==> src/rtl/uart_pkg.sv <==
// rtl/uart_pkg.sv - shared UART constants, FSM state encoding and bit-period rounding
package uart_pkg;

  localparam int DEFAULT_CLK_HZ = 12_000_000;
  localparam int DEFAULT_BAUD   = 115_200;

  localparam logic [2:0] ST_IDLE   = 3'd0;
  localparam logic [2:0] ST_START  = 3'd1;
  localparam logic [2:0] ST_DATA   = 3'd2;
  localparam logic [2:0] ST_PARITY = 3'd3;
  localparam logic [2:0] ST_STOP   = 3'd4;
  localparam logic [2:0] ST_BREAK  = 3'd5;

  // Clocks per bit, rounded to nearest; the transmitter uses the same formula.
  function automatic int clks_per_bit(input int clk_hz, input int baud);
    return (clk_hz + baud / 2) / baud;
  endfunction

endpackage

==> src/rtl/uart_rx_sync.sv <==
// rtl/uart_rx_sync.sv - serial line synchroniser with 2-of-3 majority filter and previous sample
module uart_rx_sync (
  input  logic clk,
  input  logic rst_n,
  input  logic line,
  output logic sample,
  output logic prev_sample
);

  logic       s1;
  logic       s2;
  logic [2:0] hist;

  // Synchronise, keep a short history and remember the last filtered sample.
  // Everything resets to 0 so a line that is low at reset release never looks
  // like a falling edge.
  always_ff @(posedge clk or negedge rst_n) begin
    if (!rst_n) begin
      s1          <= 1'b0;
      s2          <= 1'b0;
      hist        <= 3'b000;
      prev_sample <= 1'b0;
    end else begin
      s1          <= line;
      s2          <= s1;
      hist        <= {hist[1:0], s2};
      prev_sample <= sample;
    end
  end

  assign sample = (hist[0] & hist[1]) | (hist[0] & hist[2]) | (hist[1] & hist[2]);

endmodule

==> src/rtl/uart_rx.sv <==
// rtl/uart_rx.sv - 8-bit async serial receiver with holding register; parity option UART_RX_PARITY_EN
module uart_rx
  import uart_pkg::*;
#(
  parameter int CLK_HZ     = DEFAULT_CLK_HZ,
  parameter int BAUD       = DEFAULT_BAUD,
  parameter bit PARITY_ODD = 1'b0
) (
  input  logic       sys_clk_i,
  input  logic       sys_rst_n_i,
  input  logic       uart_rx_i,
  output logic [7:0] uart_dat_o,
  output logic       uart_valid_o,
  input  logic       uart_rd_i,
  output logic       uart_busy_o,
  output logic       frame_err_o,
  output logic       overrun_o,
  output logic       parity_err_o
);

  localparam int CPB = clks_per_bit(CLK_HZ, BAUD);
  localparam int CW  = $clog2(CPB);
  localparam logic [CW-1:0] CNT_LAST = CW'(CPB - 1);
  localparam logic [CW-1:0] CNT_MID  = CW'(CPB / 2);

`ifdef UART_RX_PARITY_EN
  localparam bit PAR_EN = 1'b1;
`else
  localparam bit PAR_EN = 1'b0;
`endif

  logic          sample;
  logic          prev_sample;
  logic [2:0]    state;
  logic [CW-1:0] cnt;
  logic [2:0]    bit_idx;
  logic [7:0]    shreg;
  logic          par_bit;
  logic [7:0]    dat;
  logic          valid;
  logic          frame_err;
  logic          overrun;
  logic          parity_err;

  uart_rx_sync u_sync (
    .clk         (sys_clk_i),
    .rst_n       (sys_rst_n_i),
    .line        (uart_rx_i),
    .sample      (sample),
    .prev_sample (prev_sample)
  );

  // Frame FSM, bit timing, shift register, holding register and error pulses.
  always_ff @(posedge sys_clk_i or negedge sys_rst_n_i) begin
    if (!sys_rst_n_i) begin
      state      <= ST_IDLE;
      cnt        <= '0;
      bit_idx    <= 3'd0;
      shreg      <= 8'h00;
      par_bit    <= 1'b0;
      dat        <= 8'h00;
      valid      <= 1'b0;
      frame_err  <= 1'b0;
      overrun    <= 1'b0;
      parity_err <= 1'b0;
    end else begin
      frame_err  <= 1'b0;
      overrun    <= 1'b0;
      parity_err <= 1'b0;
      cnt        <= (cnt == CNT_LAST) ? '0 : cnt + 1'b1;

      // A read empties the register unless a commit below refills it.
      if (valid && uart_rd_i) valid <= 1'b0;

      case (state)
        ST_IDLE: begin
          if (prev_sample && !sample) begin
            cnt   <= '0;
            state <= ST_START;
          end
        end
        ST_START: begin
          if (cnt == CNT_MID) begin
            if (sample) begin
              state <= ST_IDLE;
            end else begin
              cnt     <= '0;
              bit_idx <= 3'd0;
              state   <= ST_DATA;
            end
          end
        end
        ST_DATA: begin
          if (cnt == CNT_LAST) begin
            shreg   <= {sample, shreg[7:1]};
            bit_idx <= bit_idx + 1'b1;
            if (bit_idx == 3'd7) state <= PAR_EN ? ST_PARITY : ST_STOP;
          end
        end
        ST_PARITY: begin
          if (cnt == CNT_LAST) begin
            par_bit <= sample;
            state   <= ST_STOP;
          end
        end
        ST_STOP: begin
          if (cnt == CNT_LAST) begin
            if (!sample) begin
              frame_err <= 1'b1;
              state     <= ST_BREAK;
            end else begin
              // Leave half a bit early so a back-to-back start edge is seen.
              state <= ST_IDLE;
              if (PAR_EN && (par_bit != (^shreg ^ PARITY_ODD))) begin
                parity_err <= 1'b1;
              end else if (!valid || uart_rd_i) begin
                dat   <= shreg;
                valid <= 1'b1;
              end else begin
                overrun <= 1'b1;
              end
            end
          end
        end
        ST_BREAK: begin
          if (sample) state <= ST_IDLE;
        end
        default: state <= ST_IDLE;
      endcase
    end
  end

  assign uart_dat_o   = dat;
  assign uart_valid_o = valid;
  assign uart_busy_o  = (state != ST_IDLE);
  assign frame_err_o  = frame_err;
  assign overrun_o    = overrun;
  assign parity_err_o = parity_err;

endmodule

==> config.mk <==
export PLATFORM = sky130hd
export DESIGN_NAME = uart_rx
export DESIGN_NICKNAME = d
export VERILOG_FILES = /design/src/rtl/uart_pkg.sv /design/src/rtl/uart_rx_sync.sv /design/src/rtl/uart_rx.sv
export SDC_FILE = /design/constraint.sdc
export NUM_CORES = 1
export LEC_CHECK = 0
export CORE_MARGIN = 4
export CORE_UTILIZATION = 45
export DETAILED_ROUTE_END_ITERATION = 7
export GPL_TIMING_DRIVEN = 0
export PLACE_DENSITY_LB_ADDON = 0.08
export SLEW_MARGIN = 10
export SYNTH_ARGS = -nofsm -noshare
export SYNTH_HDL_FRONTEND = slang
export SYNTH_SLANG_ARGS = --single-unit
==> constraint.sdc <==
create_clock -name sys_clk_i -period 2.6 [get_ports sys_clk_i]
set_clock_uncertainty 0.1 [all_clocks]
set_input_delay 0.65 -clock sys_clk_i [delete_from_list [all_inputs] [get_ports sys_clk_i]]
set_output_delay 0.65 -clock sys_clk_i [all_outputs]
set_load 0.005 [all_outputs]
==> results of run 1 <==
flip-flops by register name (all words and copies together) (netlist names):
register	cells
shreg	8
uart_dat_o	8
cnt	7
bit_idx	3
state	3
u_sync.hist	3
frame_err_o	1
overrun_o	1
u_sync.prev_sample	1
u_sync.s1	1
u_sync.s2	1
uart_valid_o	1
final timing paths:
check | end | cells after the start | slack [ns] | start
setup reg to reg | shreg[7]$_DFFE_PN0P_ | 6 | 0.43 | cnt[0]$_DFF_PN0_
hold / removal | u_sync.s2$_DFF_PN0_ | 0 | 0.26 | u_sync.s1$_DFF_PN0_
min in group asynchronous | cnt[4]$_DFF_PN0_ | 1 | 0.35 | sys_rst_n_i
max in group asynchronous | cnt[1]$_DFF_PN0_ | 1 | 1.53 | sys_rst_n_i
hold reg to reg | u_sync.s2$_DFF_PN0_ | 0 | 0.26 | u_sync.s1$_DFF_PN0_
setup / recovery | uart_busy_o | 2 | 0.19 | state[1]$_DFFE_PN0P_
metal layers:
| metal | vias to the layer above | global-route usage [%] |
|---|---|---|
| met2 | 20 | 19.1 |
| met3 | 4 | 3.89 |
| met5 | - | 0 |
| li1 | 504 | - |
| met1 | 511 | 17.0 |
| met4 | 0 | 4.47 |
critical path, stage by stage (launching register included):
cell and delay [ns]:
sky130_fd_sc_hd__dfrtp_1 0.52, sky130_fd_sc_hd__or3_1 0.41, sky130_fd_sc_hd__clkdlybuf4s50_1 0.45
stage by stage:
step                      setup WS (ns)  setup TNS, ns  hold WS (ns)  util, %
final                             0.186              0         0.261     56.9
after CTS                        0.0673              0         0.262     57.0
after floorplan                   0.728              0         0.231        -
after global placement          -0.0515          -1.88         0.246     54.0
after detailed placement          0.378              0         0.236     53.8
after global routing              0.113              0         0.266     56.9
area by class of cell:
type | instances | area, µm²
clock inverter | 3 | 40.0
clock buffer | 5 | 68.8
tap | 46 | 57.6
multi-input combinational | 81 | 646
timing repair buffer | 15 | 145
sequential | 38 | 951
inverter | 3 | 11.3
buffer | 7 | 38.8
fill | 286 | 1480
synthesized netlist by cell type, drive strengths merged:
cell | instances | area share (%)
nor3 | 6 | 2.5
o211a | 1 | 0.61
a21oi | 2 | 0.61
nand2 | 4 | 0.91
nor2b | 2 | 0.76
nand4bb | 1 | 0.68
nand2b | 3 | 1.1
o31ai | 1 | 0.46
nor3b | 3 | 1.4
nand4 | 2 | 0.76
ha | 4 | 3.0
and3 | 3 | 1.1
dfrtp | 38 | 58
nand3 | 5 | 2.1
xnor2 | 2 | 1.1
a22o | 3 | 1.6
o21a | 1 | 0.46
nor2 | 7 | 1.6
and4b | 1 | 0.61
a211oi | 1 | 0.46
mux2 | 17 | 12
or3 | 1 | 0.38
clkbuf | 2 | 0.46
buf | 6 | 2.1
inv | 3 | 0.68
o311ai | 1 | 0.53
maj3 | 1 | 0.61
xor2 | 2 | 1.1
nor4 | 2 | 1.7
conb | 1 | 0.23
o21ai | 4 | 1.2
placed cells by master, fill, tap and decap left out, types with 4 or more instances in the layout:
cell                               n
sky130_fd_sc_hd__nor2_1            7
sky130_fd_sc_hd__nor3_1            5
sky130_fd_sc_hd__clkdlybuf4s50_1  14
sky130_fd_sc_hd__buf_2             5
sky130_fd_sc_hd__nand2_1           4
sky130_fd_sc_hd__mux2_2           15
sky130_fd_sc_hd__clkbuf_8          5
sky130_fd_sc_hd__ha_1              4
sky130_fd_sc_hd__o21ai_0           4
sky130_fd_sc_hd__dfrtp_1          38
cell families after synthesis:
group / count (synthesis)
flip-flops: 38
XOR/XNOR: 4
buffers and inverters: 11
adder cells (fa/ha/maj): 5
AO/OA/AOI/OAI: 14
other: 1
multiplexers: 17
AND/OR/NAND/NOR: 40
where the power goes:
group	switching, µW	internal [µW]
sequential	42.4	654
clock	197	282
combinational	176	135
total	416	1070
==> summary.log, run 1 <==
[detailed_routing] length of the first detailed-routing pass in iterations 4
[clocking] Clk pin slew, worst setup/hold paths 0.07 ns
[sta] minimum period implied by the final worst setup slack 2.41 ns
[detailed_routing] final wirelength 2600 µm
[sta] maximum operating frequency 414 MHz
[setup_path] largest driver fanout on the critical path 12
[detailed_routing] routed vias 1039
[clocking] H-Tree Depth 2
[pwr] static leakage power 0.000920 µW
[global_routing] largest net degree at the start of global routing 39
[yosys] xor/xnor cell area share of the yosys netlist 2.12%
[pwr] peak ir drop on the vdd network 371 µV
[layout] number of nets in the layout 159
[sta] Worst-Margin Slew 0.818 ns
[yosys] number of distinct standard cells referenced by the synthesized netlist 36
[global_routing] GR Util All Layers 12.6%
[yosys] gate count of the mapped netlist 130
[pwr] PnR Total Power 1490 µW
[layout] number of inserted diodes 0
[yosys] main combinational cell family by area after synthesis simple AND/OR/NAND/NOR gates
[global_routing] initial antenna violation count 0
[global_routing] wire length of the first global-routing pass 4370 µm
[clocking] CTS tree built
[clocking] hold-fix buffer count after cts 0
[place] sum of net half-perimeters after detailed placement 1830 µm
[yosys] average cell area after synthesis 12.7 µm²
[sta] unrepaired setup endpoints after global routing no
[floorplanning] starting density of the core 47.9%
[detailed_routing] Initial DRC Count 86
[layout] number of non-filler instances in the completed layout 198
[layout] relative area change from synthesis to final layout 18.7%
[layout] design area 1960 µm²
[floorplanning] height of the die 68.6 µm
[sta] count of pins over their slew limit 0
[detailed_routing] routed metal-1 wire length 1240 µm
[yosys] post-synthesis mux area share 11.6%
[clocking] clock sinks 38
[yosys] area share of and/or/nand/nor cells after synthesis 15.6%
[place] post-place instance area 1850 µm²
[place] routability cong. 0.805
[sta] worst slew margin relative to its limit 45.5%
[detailed_routing] drt wl/cell 13.1 µm
[detailed_routing] highest metal layer with signal wires met4
[status] run status completed
[floorplanning] standard-cell row count 21
[yosys] flops & latches, synth 38
[place] IO Port Bufs 15
[clocking] later-pin clock latency in the skew report 0.28 ns
[detailed_routing] number of design rule violations left after detail routing 0
[layout] layout cell share with drive strength beyond 1 22.4%
[yosys] synthesized-area fraction occupied by adder cells 3.64%
[clocking] CTS root buf sky130_fd_sc_hd__clkbuf_8
[yosys] compound-gate portion of the synthesized area 5.91%
[sta] Final setup viols 0
[flow_run] max-capacitance violation count 0
[yosys] share of synthesized area occupied by flip-flops and latches 57.6%
[sta] share of the cycle needed by the critical path after routing 92.8%
[detailed_routing] Routed met3 length 109 µm
[yosys] Mapped Area 1650 µm²
[global_routing] grt total ovfl 0
[clocking] # resized after CTS 0
[clocking] clk buf depth 2
[setup_path] type of destination of the critical path primary output
[yosys] warnings from Yosys 0
[floorplanning] die area 4700 µm²
[yosys] nets in the synthesized netlist 138
[global_routing] vias in the first global route 947
[pwr] power density over the cells 760 nW/µm²
[floorplanning] width of the die 68.6 µm
[detailed_routing] remaining number of nets flagged by the antenna check after routing 0
[setup_path] category of the worst setup path launch point flip-flop
[setup_path] Required @ worst endpoint 1.85 ns
[floorplanning] area of the core 3440 µm²
[clocking] number of buffers added for setup after CTS 0
[sta] Hold Vio Cnt, Final 0
[floorplanning] I/O Pins 17
[setup_path] kind of critical path flip-flop to primary output
[place] number of placed instances, taps included 191
[clocking] TritonCTS Buffers 5
[worst_hold_path] Min-Delay Path Class flip-flop to flip-flop
[setup_path] data arrival time of the critical path 1.66 ns
[detailed_routing] routed wl met2 1230 µm
[detailed_routing] vias per inst 5.25
Power figures use the tool's default switching activity.
==> run 2, diff against run 1 <==
clock period = 2.9 ns   (was 2.6 ns; I/O delays follow)
==> run 2 against run 1 <==
Compared with the run above: sequential share of layout area shrank 0.093 points; worst hold slack hardly changed; register-to-register slack better by 0.32 ns; cell count grew 0.51%; critical path depth rose by 1; via count is 0.19% lower; design area grew 0.19%; die area did not move; utilization rose by 0.11 points; clock-buffer cell count is the same; global-route usage stayed put; setup slack better by 0.12 ns; critical endpoint unchanged; highest routed layer unchanged.
==> summary.log, run 2 (synthesis results as in run 1) <==
[global_routing] GR Util All Layers 12.6% [unchanged]
[pwr] power density over the cells 680 nW/µm² [was 760 nW/µm²]
[sta] share of the cycle needed by the critical path after routing 89.3%
[worst_hold_path] capture endpoint of the worst hold path u_sync.s2$_DFF_PN0_ [unchanged]
[pwr] Comb power frac 21.5% [was 20.9%]
[pwr] power dissipated by switching net loads 372 µW [was 416 µW]
[detailed_routing] vias per inst 5.21 [was 5.25]
[detailed_routing] number of design rule violations left after detail routing 0 [unchanged]
[sta] Hold Vio Cnt, Final 0 [unchanged]
[detailed_routing] remaining number of nets flagged by the antenna check after routing 0 [unchanged]
[pwr] internal power summed over all cells 962 µW [was 1070 µW]
[floorplanning] area of the core 3440 µm² [unchanged]
[floorplanning] die area 4700 µm² [unchanged]
[detailed_routing] Initial DRC Count 74 [was 86]
[clocking] number of buffers added for setup after CTS 0 [unchanged]
[global_routing] initial antenna violation count 0 [unchanged]
[layout] utilization after layout 57.0% [was 56.9%]
[setup_path] RR Startpoint cnt[0]$_DFF_PN0_ [unchanged]
[setup_path] list of cells traversed by the critical path clkbuf_1 -> or3_1 -> clkdlybuf4s50_1 [was or3_1 -> clkdlybuf4s50_1]
[sta] Worst-Margin Slew 0.817 ns [was 0.818 ns]
[worst_hold_path] Hold Crit Start u_sync.s1$_DFF_PN0_ [unchanged]
[flow_run] max-capacitance violation count 0 [unchanged]
[layout] layout cell share with drive strength beyond 1 22.2% [was 22.4%]
[clocking] H-Tree Depth 2 [unchanged]
[floorplanning] standard-cell row count 21 [unchanged]
[floorplanning] starting density of the core 47.9% [unchanged]
[detailed_routing] routed vias 1037 [was 1039]
[setup_path] Required @ worst endpoint 2.08 ns [was 1.85 ns]
[clocking] Clk pin slew, worst setup/hold paths 0.07 ns [about the same]
[global_routing] wire length of the first global-routing pass 4370 µm [unchanged]
[pwr] static leakage power 0.000921 µW [was 0.000920 µW]
[clocking] # resized after CTS 0 [unchanged]
[setup_path] setup slack of the most critical reg-to-reg path 0.75 ns [was 0.43 ns]
[clocking] clock sinks 38 [unchanged]
[worst_hold_path] Min-Delay Path Class flip-flop to flip-flop [unchanged]
[pwr] peak ir drop on the vdd network 323 µV [was 371 µV]
[detailed_routing] length of the first detailed-routing pass in iterations 4 [unchanged]
[pwr] part of the total power dissipated in sequential elements 46.3% [was 46.8%]
[sta] maximum operating frequency 386 MHz
[clocking] clk buf depth 2 [unchanged]
[worst_hold_path] Cells on Worst Hold Path 0 [unchanged]
[pwr] switching part of the total 27.9% [was 28.0%]
[setup_path] depth of the most critical reg-to-reg path 6 [unchanged]
[place] routability cong. 0.805 [unchanged]
[layout] most frequent cells in the layout sky130_fd_sc_hd__dfrtp_1 (38), sky130_fd_sc_hd__mux2_2 (15), sky130_fd_sc_hd__clkdlybuf4s50_1 (14), sky130_fd_sc_hd__nor2_1 (7) [unchanged]
[detailed_routing] drt wl/cell 13.0 µm [was 13.1 µm]
[status] run status completed [unchanged]
[setup_path] largest driver fanout on the critical path 10 [was 12]
[layout] relative area change from synthesis to final layout 18.9% [was 18.7%]
[sta] fin worst setup slack 0.310 ns [was 0.186 ns]
[layout] number of inserted diodes 0 [unchanged]
[setup_path] type of destination of the critical path primary output [unchanged]
[global_routing] grt total ovfl 0 [unchanged]
[sta] total negative setup slack 0 ns [unchanged]
[pwr] fraction of power consumed by the clock network 32.2% [about the same]
[setup_path] endpoint of the most critical register-to-register path shreg[7]$_DFFE_PN0P_ [unchanged]
[floorplanning] height of the die 68.6 µm [unchanged]
[layout] number of nets in the layout 160 [was 159]
[sta] Final setup viols 0 [unchanged]
[place] sum of net half-perimeters after detailed placement 1830 µm [unchanged]
[clocking] CTS tree built [unchanged]
[clocking] TritonCTS Buffers 5 [unchanged]
[clocking] later-pin clock latency in the skew report 0.28 ns [about the same]
[clocking] CTS root buf sky130_fd_sc_hd__clkbuf_8 [unchanged]
[setup_path] category of the worst setup path launch point flip-flop [unchanged]
[global_routing] vias in the first global route 947 [unchanged]
[floorplanning] I/O Pins 17 [unchanged]
[layout] number of filler instances in the final layout 286 [unchanged]
[floorplanning] width of the die 68.6 µm [unchanged]
[sta] minimum period implied by the final worst setup slack 2.59 ns
[setup_path] Slowest cell on crit path sky130_fd_sc_hd__clkdlybuf4s50_1 [was sky130_fd_sc_hd__dfrtp_1]
[global_routing] largest net degree at the start of global routing 39 [unchanged]
[sta] worst slew margin relative to its limit 45.5% [about the same]
[sta] unrepaired setup endpoints after global routing no [unchanged]
[clocking] hold-fix buffer count after cts 0 [unchanged]
[detailed_routing] final wirelength 2580 µm [was 2600 µm]
[sta] count of pins over their slew limit 0 [unchanged]
[setup_path] data arrival time of the critical path 1.77 ns [was 1.66 ns]
[setup_path] slowest cell delay on critical path 0.45 ns [was 0.52 ns]
[setup_path] kind of critical path flip-flop to primary output [unchanged]
[place] DP Worst Slack 0.603 ns [was 0.378 ns]
[place] IO Port Bufs 15 [unchanged]
[layout] most frequent standard cell in the layout excluding fill and tap cells sky130_fd_sc_hd__dfrtp_1 [unchanged]
## run 2: final cells by class
type	count	area, µm²	area share, %
inverters	3	11.3	0.574
multi-input cells	81	646	32.9
well taps	46	57.6	2.93
repair buffers	15	145	7.40
flip-flops and latches	38	951	48.5
clock inverters	3	40.0	2.04
plain buffers	8	42.5	2.17
clock buffers	5	68.8	3.51
## run 2: how the worst max path moves through the flow
| stage | from | depth (start not counted) | endpoint | slack, ns |
|---|---|---|---|---|
| 2_1_floorplan | cnt[0]$_DFF_PN0_ | 6 | shreg[7]$_DFFE_PN0P_ | 1.03 |
| 4_1_cts | state[1]$_DFFE_PN0P_ | 3 | uart_busy_o | 0.29 |
| 6_report | state[1]$_DFFE_PN0P_ | 3 | uart_busy_o | 0.31 |
| 5_1_grt | state[1]$_DFFE_PN0P_ | 3 | uart_busy_o | 0.22 |
| 3_3_place_gp | sys_rst_n_i | 1 | u_sync.s1$_DFF_PN0_ | 0.17 |
| 3_5_place_dp | state[1]$_DFFE_PN0P_ | 3 | uart_busy_o | 0.60 |
## run 2: through the flow
step	cell area (µm²)	hold slack [ns]	power, µW	instances
after global placement	1860	0.246	907	191
final	1960	0.261	1330	199
after CTS	1960	0.262	1340	199
after detailed placement	1850	0.236	916	191
after global routing	1960	0.266	1410	199
after floorplan	1650	0.231	845	130
## run 2: power by group through the flow
| stage | combinational (µW) | sequential, µW | clock [µW] |
|---|---|---|---|
| after CTS | 290 | 617 | 438 |
| after global routing | 326 | 623 | 457 |
| final | 287 | 618 | 429 |
| after floorplan | 225 | 620 | 0 |
| after detailed placement | 289 | 627 | 0 |
| after global placement | 282 | 625 | 0 |
## run 2: metal layers
layer | share of wire [%] | GRT usage, %
met1 | 47 | 17.0
met2 | 47 | 19.1
met3 | 4.1 | 3.89
met4 | 1.0 | 4.47
met5 | 0 | 0
## run 2: critical path, delay by kind of cell, from the launching register on
kind	cells	cell delay [ns]
buffers and inverters	2	0.69
DFF	1	0.39
and+or+nand+nor	1	0.41
